===== config.mk =====
export PLATFORM = sky130hd
export DESIGN_NAME = fir_ctrl_flat
export DESIGN_NICKNAME = d
export VERILOG_FILES = /design/src/rtl/fir_pkg.sv /design/src/rtl/fir_ctrl_if.sv /design/src/rtl/fir_valid_pipe.sv /design/src/rtl/fir_ctrl.sv /design/src/flat_wrapper.sv
export SDC_FILE = /design/constraint.sdc
export NUM_CORES = 1
export LEC_CHECK = 0
export CORE_MARGIN = 2
export CORE_UTILIZATION = 36
export CTS_CLUSTER_SIZE = 24
export DETAILED_ROUTE_END_ITERATION = 8
export GPL_TIMING_DRIVEN = 0
export PLACE_DENSITY = 0.91
export SETUP_SLACK_MARGIN = 0.05
export SLEW_MARGIN = 25
export SYNTH_ARGS = -nofsm -noshare
export SYNTH_HDL_FRONTEND = slang
export SYNTH_SLANG_ARGS = --single-unit

===== constraint.sdc =====
create_clock -name clock -period 3.4 [get_ports clock]
set_input_delay 0.34 -clock clock [delete_from_list [all_inputs] [get_ports clock]]
set_output_delay 0.34 -clock clock [all_outputs]
set_load 0.1 [all_outputs]

===== src/rtl/fir_pkg.sv =====
// Shared defaults and controller state encoding for the FIR control slice.
package fir_pkg;

   localparam int unsigned FIR_D_W    = 12;
   localparam int unsigned FIR_C_W    = 12;
   localparam int unsigned FIR_N_TAPS = 16;
   localparam int unsigned FIR_LAT    = 2;

   typedef enum logic [1:0] {
      ST_LOAD  = 2'd0,
      ST_FLUSH = 2'd1,
      ST_RUN   = 2'd2
   } fir_state_e;

endpackage


===== src/rtl/fir_ctrl_if.sv =====
// Handshake and datapath bus between the FIR controller and its surroundings.
interface fir_ctrl_if
   import fir_pkg::*;
#(
   parameter int unsigned D_W    = FIR_D_W,
   parameter int unsigned C_W    = FIR_C_W,
   parameter int unsigned N_TAPS = FIR_N_TAPS
);
   localparam int unsigned A_W = $clog2(N_TAPS);

   logic           cfg_valid;
   logic           cfg_ready;
   logic [A_W-1:0] cfg_addr;
   logic [C_W-1:0] cfg_data;
   logic           cfg_last;
   logic           s_valid;
   logic           s_ready;
   logic [D_W-1:0] s_data;
   logic           m_valid;
   logic [D_W-1:0] m_data;
   logic           fir_ce;
   logic [D_W-1:0] fir_in;
   logic [D_W-1:0] fir_out;
   logic           coef_we;
   logic [A_W-1:0] coef_addr;
   logic [C_W-1:0] coef_data;
   logic           busy;

   // Controller side.
   modport slave (
      input  cfg_valid, cfg_addr, cfg_data, cfg_last, s_valid, s_data, fir_out,
      output cfg_ready, s_ready, m_valid, m_data, fir_ce, fir_in,
             coef_we, coef_addr, coef_data, busy
   );

   // Source / sink / datapath side.
   modport master (
      output cfg_valid, cfg_addr, cfg_data, cfg_last, s_valid, s_data, fir_out,
      input  cfg_ready, s_ready, m_valid, m_data, fir_ce, fir_in,
             coef_we, coef_addr, coef_data, busy
   );

endinterface


===== src/rtl/fir_valid_pipe.sv =====
// Tag delay line that tracks which datapath slots hold real samples; advances only on ce.
module fir_valid_pipe
   import fir_pkg::*;
#(
   parameter int unsigned LAT = FIR_LAT
)(
   input  logic clock,
   input  logic reset_n,
   input  logic ce,
   input  logic tag_in,
   output logic tag_out
);

   logic [LAT-1:0] pipe_q;

   always_ff @(posedge clock or negedge reset_n) begin
      if (!reset_n) begin
         pipe_q <= '0;
      end else if (ce) begin
         pipe_q[0] <= tag_in;
         for (int unsigned i = 1; i < LAT; i++) begin
            pipe_q[i] <= pipe_q[i-1];
         end
      end
   end

   assign tag_out = pipe_q[LAT-1];

endmodule


===== src/rtl/fir_ctrl.sv =====
// FIR controller: sequences coefficient loads, pipeline flushes and sample flow
// around an external MAC datapath.
module fir_ctrl
   import fir_pkg::*;
#(
   parameter int unsigned D_W    = FIR_D_W,
   parameter int unsigned C_W    = FIR_C_W,
   parameter int unsigned N_TAPS = FIR_N_TAPS,
   parameter int unsigned LAT    = FIR_LAT
)(
   input  logic      clock,
   input  logic      reset_n,
   fir_ctrl_if.slave bus
);

   localparam int unsigned FLUSH_LEN = N_TAPS + LAT;
   localparam int unsigned CNT_W     = $clog2(FLUSH_LEN + 1);

   fir_state_e       state_q;
   logic [CNT_W-1:0] flush_cnt_q;
   logic             m_valid_q;
   logic [D_W-1:0]   m_data_q;
   logic [C_W-1:0]   coef_data;
   logic             in_run;
   logic             in_flush;
   logic             in_load;
   logic             xfer;
   logic             tag_out;
   logic             emit;

   always_comb begin
      in_run        = (state_q == ST_RUN);
      in_flush      = (state_q == ST_FLUSH);
      in_load       = (state_q == ST_LOAD);
      xfer          = in_run && bus.s_valid && !bus.cfg_valid;
      coef_data     = bus.cfg_data;

      bus.s_ready   = in_run && !bus.cfg_valid;
      bus.cfg_ready = in_load;
      bus.coef_we   = in_load && bus.cfg_valid;
      bus.coef_addr = bus.cfg_addr;
      bus.coef_data = coef_data;
      bus.fir_ce    = in_flush || xfer;
      bus.fir_in    = xfer ? bus.s_data : '0;
      bus.busy      = !in_run;
      bus.m_valid   = m_valid_q;
      bus.m_data    = m_data_q;

      // Stale tags left by a LOAD are shifted out within the first LAT flush
      // cycles, so restricting emission to RUN equals clearing them on entry.
      emit          = bus.fir_ce && tag_out && in_run;
   end

   fir_valid_pipe #(.LAT(LAT)) u_valid_pipe (
      .clock   (clock),
      .reset_n (reset_n),
      .ce      (bus.fir_ce),
      .tag_in  (xfer),
      .tag_out (tag_out)
   );

   always_ff @(posedge clock or negedge reset_n) begin
      if (!reset_n) begin
         state_q     <= ST_FLUSH;
         flush_cnt_q <= '0;
      end else begin
         case (state_q)
            ST_FLUSH: begin
               if (flush_cnt_q == CNT_W'(FLUSH_LEN - 1)) begin
                  state_q     <= ST_RUN;
                  flush_cnt_q <= '0;
               end else begin
                  flush_cnt_q <= flush_cnt_q + 1'b1;
               end
            end
            ST_RUN: begin
               if (bus.cfg_valid) state_q <= ST_LOAD;
            end
            ST_LOAD: begin
               if (bus.cfg_valid && bus.cfg_last) begin
                  state_q     <= ST_FLUSH;
                  flush_cnt_q <= '0;
               end
            end
            default: begin
               state_q     <= ST_FLUSH;
               flush_cnt_q <= '0;
            end
         endcase
      end
   end

   always_ff @(posedge clock or negedge reset_n) begin
      if (!reset_n) begin
         m_valid_q <= 1'b0;
         m_data_q  <= '0;
      end else begin
         m_valid_q <= emit;
         if (emit) m_data_q <= bus.fir_out;
      end
   end

endmodule


===== src/flat_wrapper.sv =====
// flat-port wrapper written by rule: the top's interface ports become plain ports
module fir_ctrl_flat import fir_pkg::*;
#(
   parameter int unsigned D_W    = FIR_D_W,
   parameter int unsigned C_W    = FIR_C_W,
   parameter int unsigned N_TAPS = FIR_N_TAPS,
   parameter int unsigned LAT    = FIR_LAT
)
  (clock, reset_n, bus_cfg_valid, bus_cfg_addr, bus_cfg_data, bus_cfg_last, bus_s_valid, bus_s_data, bus_fir_out, bus_cfg_ready, bus_s_ready, bus_m_valid, bus_m_data, bus_fir_ce, bus_fir_in, bus_coef_we, bus_coef_addr, bus_coef_data, bus_busy);
  fir_ctrl_if #(.D_W(D_W), .C_W(C_W), .N_TAPS(N_TAPS)) bus_i ();
  input  logic clock;
  input  logic reset_n;
  input wire logic [$bits(bus_i.cfg_valid)-1:0] bus_cfg_valid;
  input wire logic [$bits(bus_i.cfg_addr)-1:0] bus_cfg_addr;
  input wire logic [$bits(bus_i.cfg_data)-1:0] bus_cfg_data;
  input wire logic [$bits(bus_i.cfg_last)-1:0] bus_cfg_last;
  input wire logic [$bits(bus_i.s_valid)-1:0] bus_s_valid;
  input wire logic [$bits(bus_i.s_data)-1:0] bus_s_data;
  input wire logic [$bits(bus_i.fir_out)-1:0] bus_fir_out;
  output wire logic [$bits(bus_i.cfg_ready)-1:0] bus_cfg_ready;
  output wire logic [$bits(bus_i.s_ready)-1:0] bus_s_ready;
  output wire logic [$bits(bus_i.m_valid)-1:0] bus_m_valid;
  output wire logic [$bits(bus_i.m_data)-1:0] bus_m_data;
  output wire logic [$bits(bus_i.fir_ce)-1:0] bus_fir_ce;
  output wire logic [$bits(bus_i.fir_in)-1:0] bus_fir_in;
  output wire logic [$bits(bus_i.coef_we)-1:0] bus_coef_we;
  output wire logic [$bits(bus_i.coef_addr)-1:0] bus_coef_addr;
  output wire logic [$bits(bus_i.coef_data)-1:0] bus_coef_data;
  output wire logic [$bits(bus_i.busy)-1:0] bus_busy;
  assign bus_i.cfg_valid = bus_cfg_valid;
  assign bus_i.cfg_addr = bus_cfg_addr;
  assign bus_i.cfg_data = bus_cfg_data;
  assign bus_i.cfg_last = bus_cfg_last;
  assign bus_i.s_valid = bus_s_valid;
  assign bus_i.s_data = bus_s_data;
  assign bus_i.fir_out = bus_fir_out;
  assign bus_cfg_ready = bus_i.cfg_ready;
  assign bus_s_ready = bus_i.s_ready;
  assign bus_m_valid = bus_i.m_valid;
  assign bus_m_data = bus_i.m_data;
  assign bus_fir_ce = bus_i.fir_ce;
  assign bus_fir_in = bus_i.fir_in;
  assign bus_coef_we = bus_i.coef_we;
  assign bus_coef_addr = bus_i.coef_addr;
  assign bus_coef_data = bus_i.coef_data;
  assign bus_busy = bus_i.busy;
  fir_ctrl #(.D_W(D_W), .C_W(C_W), .N_TAPS(N_TAPS), .LAT(LAT)) u_core (.clock(clock), .reset_n(reset_n), .bus(bus_i));
endmodule

Yosys cells after proc, flatten, opt, wreduce, memory -nomap -nowiden
Cells that the tools add are included.

storage, ports and cells
  bits in registers = 22
  output and inout bits = 46
  word-level logic and storage cells = 34

cells by class
  add/subtract/negate cells = 1
  equality and inequality tests = 6
  muxes and demuxes = 8
  bitwise operators = 1
  reductions and logical operators = 13

operators by type and width
  operator               number
  $pmux W5 S3            1
  $mux W12               1
  $mux W5                2
  $logic_and A1 B1 Y1    7
  $mux W2                3
  $pmux W2 S3            1
  $add A5 B1 Y5 const B  1
  $eq A5 B5 Y1 const B   1
  $ne A2 B2 Y1 const B   2
  $reduce_and A3 Y1      1
  $eq A2 B1 Y1 const B   1
  $eq A2 B2 Y1 const B   1
  $logic_not A1 Y1       2
  $logic_not A2 Y1       1
  $ne A2 B1 Y1 const B   1
  $reduce_and A2 Y1      1
  $logic_or A1 B1 Y1     1
  $not A1 Y1             1

Depth between registers and ports, before layout
  depth after elaboration = 6
  depth in mapped cells = 6

Modules after synthesis
From an unflattened synthesis, not the netlist that was laid out.

second synthesis, totals
  cell total of the unflattened synthesis = 109
  area total of the unflattened synthesis = 1298.7 um2

by module, submodules not included
  module          instances  cells an instance  area each (um2)
  fir_ctrl        1          105                1226.2
  fir_valid_pipe  1          4                  72.6

Worst setup path before layout
Ideal clock, no wire load.

  kind = register to register
  start point = register u_core.state_q[0]
  end point = register u_core.state_q[1]
  library setup time = 127 ps
  arrival time = 2666 ps
  required time = 3273 ps
  setup slack = 608 ps
  cell stages (with the launch flop) = 7
  path buffers = 1
  clock period less this slack = 2792 ps
  path through = dfstp_2 inv_1 ha_1 clkbuf_1 nor2b_1 a211oi_1 o32a_1

on the way
  word-level cells in the longest chain between the ends = 3
  elaborated cells between the ends (all ways) = 8
  classes of those cells = eq/ne: 5; mux: 1; reduce/logical: 2

ends and longest elaborated chain
  what                                                    RTL line        source
  start: declaration                                      fir_ctrl.sv:19  fir_state_e state_q;
  start signal: assignment                                fir_ctrl.sv:64  state_q <= ST_FLUSH;
  start signal: assignment                                fir_ctrl.sv:70  state_q <= ST_RUN;
  start signal: assignment                                fir_ctrl.sv:77  if (bus.cfg_valid) state_q <= ST_LOAD;
  $eq A2 B1 Y1, or another cell as far along              fir_ctrl.sv:67  case (state_q)
  $ne A2 B2 Y1 (no line) or $ne A2 B1 Y1 (tied branches)  --
  $reduce_and A3 Y1 (no line)                             --

Several ways; a longest one is shown, not always the timed one.
A chain may end at the register's enable or synchronous reset.

Worst setup path in the final report
  start point = register u_core.state_q[0]
  end point = output port bus_fir_in[8]

on the way
  word-level cells in the longest chain between the ends = 4

ends and longest elaborated chain
  what                              RTL line            source
  $eq A2 B2 Y1                      fir_ctrl.sv:32      in_run = (state_q == ST_RUN);
  $logic_and A1 B1 Y1 (2 in a row)  fir_ctrl.sv:35      xfer = in_run && bus.s_valid && !bus.cfg_valid;
  $mux W12                          fir_ctrl.sv:44      bus.fir_in = xfer ? bus.s_data : '0;
  end: declaration                  flat_wrapper.sv:25  output wire logic [$bits(bus_i.fir_in)-1:0] bus_fir_in;

Every way passes these cells.

==> metrics.md <==
| Metric | Value |
|---|---|
| CORE AREA | 0.003284 sq mm |
| Post-route cell area | 0.002006 sq mm |
| Worst path cell trace | inv_1 -> ha_1 -> clkbuf_1 -> and3b_1 -> and2_1 -> clkdlybuf4s50_1 |
| Worst Path Arrival | 2.81 ns |
| Final Skew | 0.01095 ns |
| Largest net degree at the start of global routing | 23 |
| Min Tclk post-route | 3.155 ns |
| Critical-path maximum fanout | 10 |
| Vias in the first global route | 957 |
| CTS Root Buffer Type | clkbuf_4 |
| Worst hold margin | 0.4938 ns |
| Final setup fails | 0 |
| Gr ovfl total | 0 |
| Clk_lat worst skew | 0.31 ns |
| Critical path type | register to output pin |
| TritonCTS Buffers | 3 |
| Syn Inst Count | 106 |
| Layout cells sized above 1 | 21.08% |
| Post-route ant nets | 0 |
| Seq/Total Area, Yosys | 45.65% |
| Most frequent cells in the layout | clkdlybuf4s50_1 (63), dfrtp_1 (21), buf_4 (16), and2_1 (13), mux2_1 (10) |
| Synthesized area per cell | 11.40 sq um |
| Gp weighted congestion | 0.7733 |
| Run status | finished, final reports clean |
| Area after DPL | 0.002007 sq mm |
| Post-CTS Setup Bufs | 0 |
| Wirelength, routed | 2845 um |
| Slew margin rel. | 34.22% |
| Die area | 0.003837 sq mm |
| Fin Setup TNS | 0 ns |
| Avg Vias per Cell | 4.498 |
| Worst-case vdd ir drop | 0.4056 mV |
| Max Slew Vio Count | 0 |
| Synth Register Bits | 22 |
| Critical-path top delay cell | clkdlybuf4s50_1 |
| RSZ-0062 raised after global routing | no |
| Die W | 61.94 um |
| Die height | 61.94 um |
| DRT Pass-1 Iters | 3 |
| Leakage | 0.0009516 uW |
| Multi-input logic area | 501.7 sq um |
| Crit path launch type | register |
| Register area | 551.8 sq um |
| Boundary pin count | 91 |
| Primary FF master, synth | dfrtp_1 |
| Max_cap viols | 0 |
| DR iter-0 viols | 22 |
| Worst slack, placed | 0.2512 ns |
| PwrDens | 850.5 mW/mm^2 |
| Post-layout nets | 236 |
| Worst path top cell family by delay | buffers and inverters |
| Synth Warn # | 0 |
| Post-Synthesis Cell Area | 0.001209 sq mm |
| Setup crit end kind | output pin |
| Clock buffer depth | 2 |
| CP max stage delay | 1.14 ns |
| Worst path bufs/invs | 3 |
| Final period util | 92.78% |
| Synth top area share | 43.48% |
| Detailed placement HPWL | 2323 um |
| Hold/Removal Path Class | register to register |
| WP data required | 3.06 ns |
| Highest clock rate | 317.0 MHz |
| Asr flop ratio synth | 100.0% |
| Final Hold Viols | 0 |
| # clock sinks | 22 |
| Initial antenna violation count | 0 |
| Ant diodes | 0 |
| Worst-path clk slew | 0.13 ns |
| Layout overhead on the synthesized area | 65.94% |
| Setup WS post-layout | 0.2454 ns |
| WL/cell | 12.32 um |
| Routed vias | 1,039 |
| First-pass GRT wire length | 4057 um |
| Syn Nets | 156 |
| Starting Density | 36.80% |
| CTS tree | yes |
| Post-synth EDFFs | 0 |
| PortBufs | 74 |
| Num rows | 21 |
| DRC | 0 |
| Synth cell types | 29 |
| Commonest non-fill, non-tap cell in the layout | clkdlybuf4s50_1 |
| Filler Cell Count | 273 |
| H-tree Lvls | 1 |
| Slew @ Worst Pin | 0.9836 ns |
| Synth top area cells | dfrtp_1 (43%), buf_4 (9.9%), mux2_1 (9.3%), and2_1 (6.7%), ha_1 (5.2%) |
| Gr usage total | 14.16% |
| Synth area leader | dfrtp_1 |
cell usage after synthesis (2+ instances only):
master / instances
mux2_2: 3
o21ai_1: 3
buf_4: 16
o311ai_2: 2
clkbuf_1: 2
dfrtp_1: 21
and2_1: 13
nor2b_1: 3
mux2_1: 10
o21ai_0: 4
ha_1: 5
inv_1: 5
nand3_1: 3
where the power goes:
part	switching (uW)	internal (uW)
clock	77.5	65.3
combinational	866	300
sequential	47.1	349
final timing paths:
| path | slack (ns) | to | cells past startpoint | startpoint |
|---|---|---|---|---|
| hold reg to reg | 0.49 | u_core.u_valid_pipe.pipe_q[0] | 1 | u_core.u_valid_pipe.pipe_q[0] |
| setup / recovery | 0.25 | bus_fir_in[8] | 6 | u_core.state_q[0] |
| max in group asynchronous | 2.53 | u_core.state_q[0] | 2 | reset_n |
| setup reg to reg | 1.35 | u_core.bus.m_data[2] | 6 | u_core.state_q[0] |
| hold / removal | 0.49 | u_core.u_valid_pipe.pipe_q[0] | 1 | u_core.u_valid_pipe.pipe_q[0] |
| min in group asynchronous | 0.52 | u_core.bus.m_data[4] | 2 | reset_n |
cells by family (layout without fill, tap and decap cells):
family	after synthesis	count (layout)	synth area share, %
and+or+nand+nor	25	25	13.87
buffers and inverters	25	104	12.84
DFF	22	22	45.65
AOI/OAI and AO/OA	15	15	9.525
muxes	14	14	12.94
adders and majority gates	5	5	5.176
area by class of cell:
| cell class | count | area share, % |
|---|---|---|
| inverters | 6 | 1.123 |
| multi-input cells | 59 | 25.02 |
| repair buffers | 75 | 35.06 |
| plain buffers | 19 | 6.613 |
| well taps | 46 | 2.870 |
| flip-flops and latches | 22 | 27.51 |
| clock buffers | 4 | 1.809 |
metrics by stage:
stage / cells / total power (uW) / util [%]
floorplan: 106 / 1308 / -
finish: 231 / 1706 / 61.07
global route: 231 / 1798 / 61.07
detailed placement: 226 / 1586 / 61.10
CTS: 230 / 1724 / 61.87
global placement: 226 / 1565 / 61.10
state kept, by name, summed over array words and instances, names as in the netlist:
| register | count |
|---|---|
| u_core.flush_cnt_q | 5 |
| u_core.bus.m_valid | 1 |
| u_core.state_q | 2 |
| u_core.bus.m_data | 12 |
| u_core.u_valid_pipe.pipe_q | 2 |
worst reg2reg max path, delay by kind of cell (launching register included):
family	cells	cell delay [ns]
DFF	1	0.55
AOI/OAI and AO/OA	1	0.25
adders and majority gates	1	0.19
muxes	1	0.36
buffers and inverters	3	0.58
layer usage:
metal  track usage, %  up-vias  wire length (um)
met2            25.74       49              1499
met3            3.313        4               233
met5                0        -                 0
met4            3.647        0                19
met1            16.62      481              1093
li1                 -      505                 -
what timing repair did:
| item | 4_1_cts | 5_1_grt |
|---|---|---|
| gates resized for setup | 9 | 19 |
| cloned | 0 | 0 |
| hold buffers | 0 | 1 |
| hold endpoints to repair | 0 | 1 |
| setup endpoints to repair | 9 | 10 |
(Power assumes the default switching activity.)
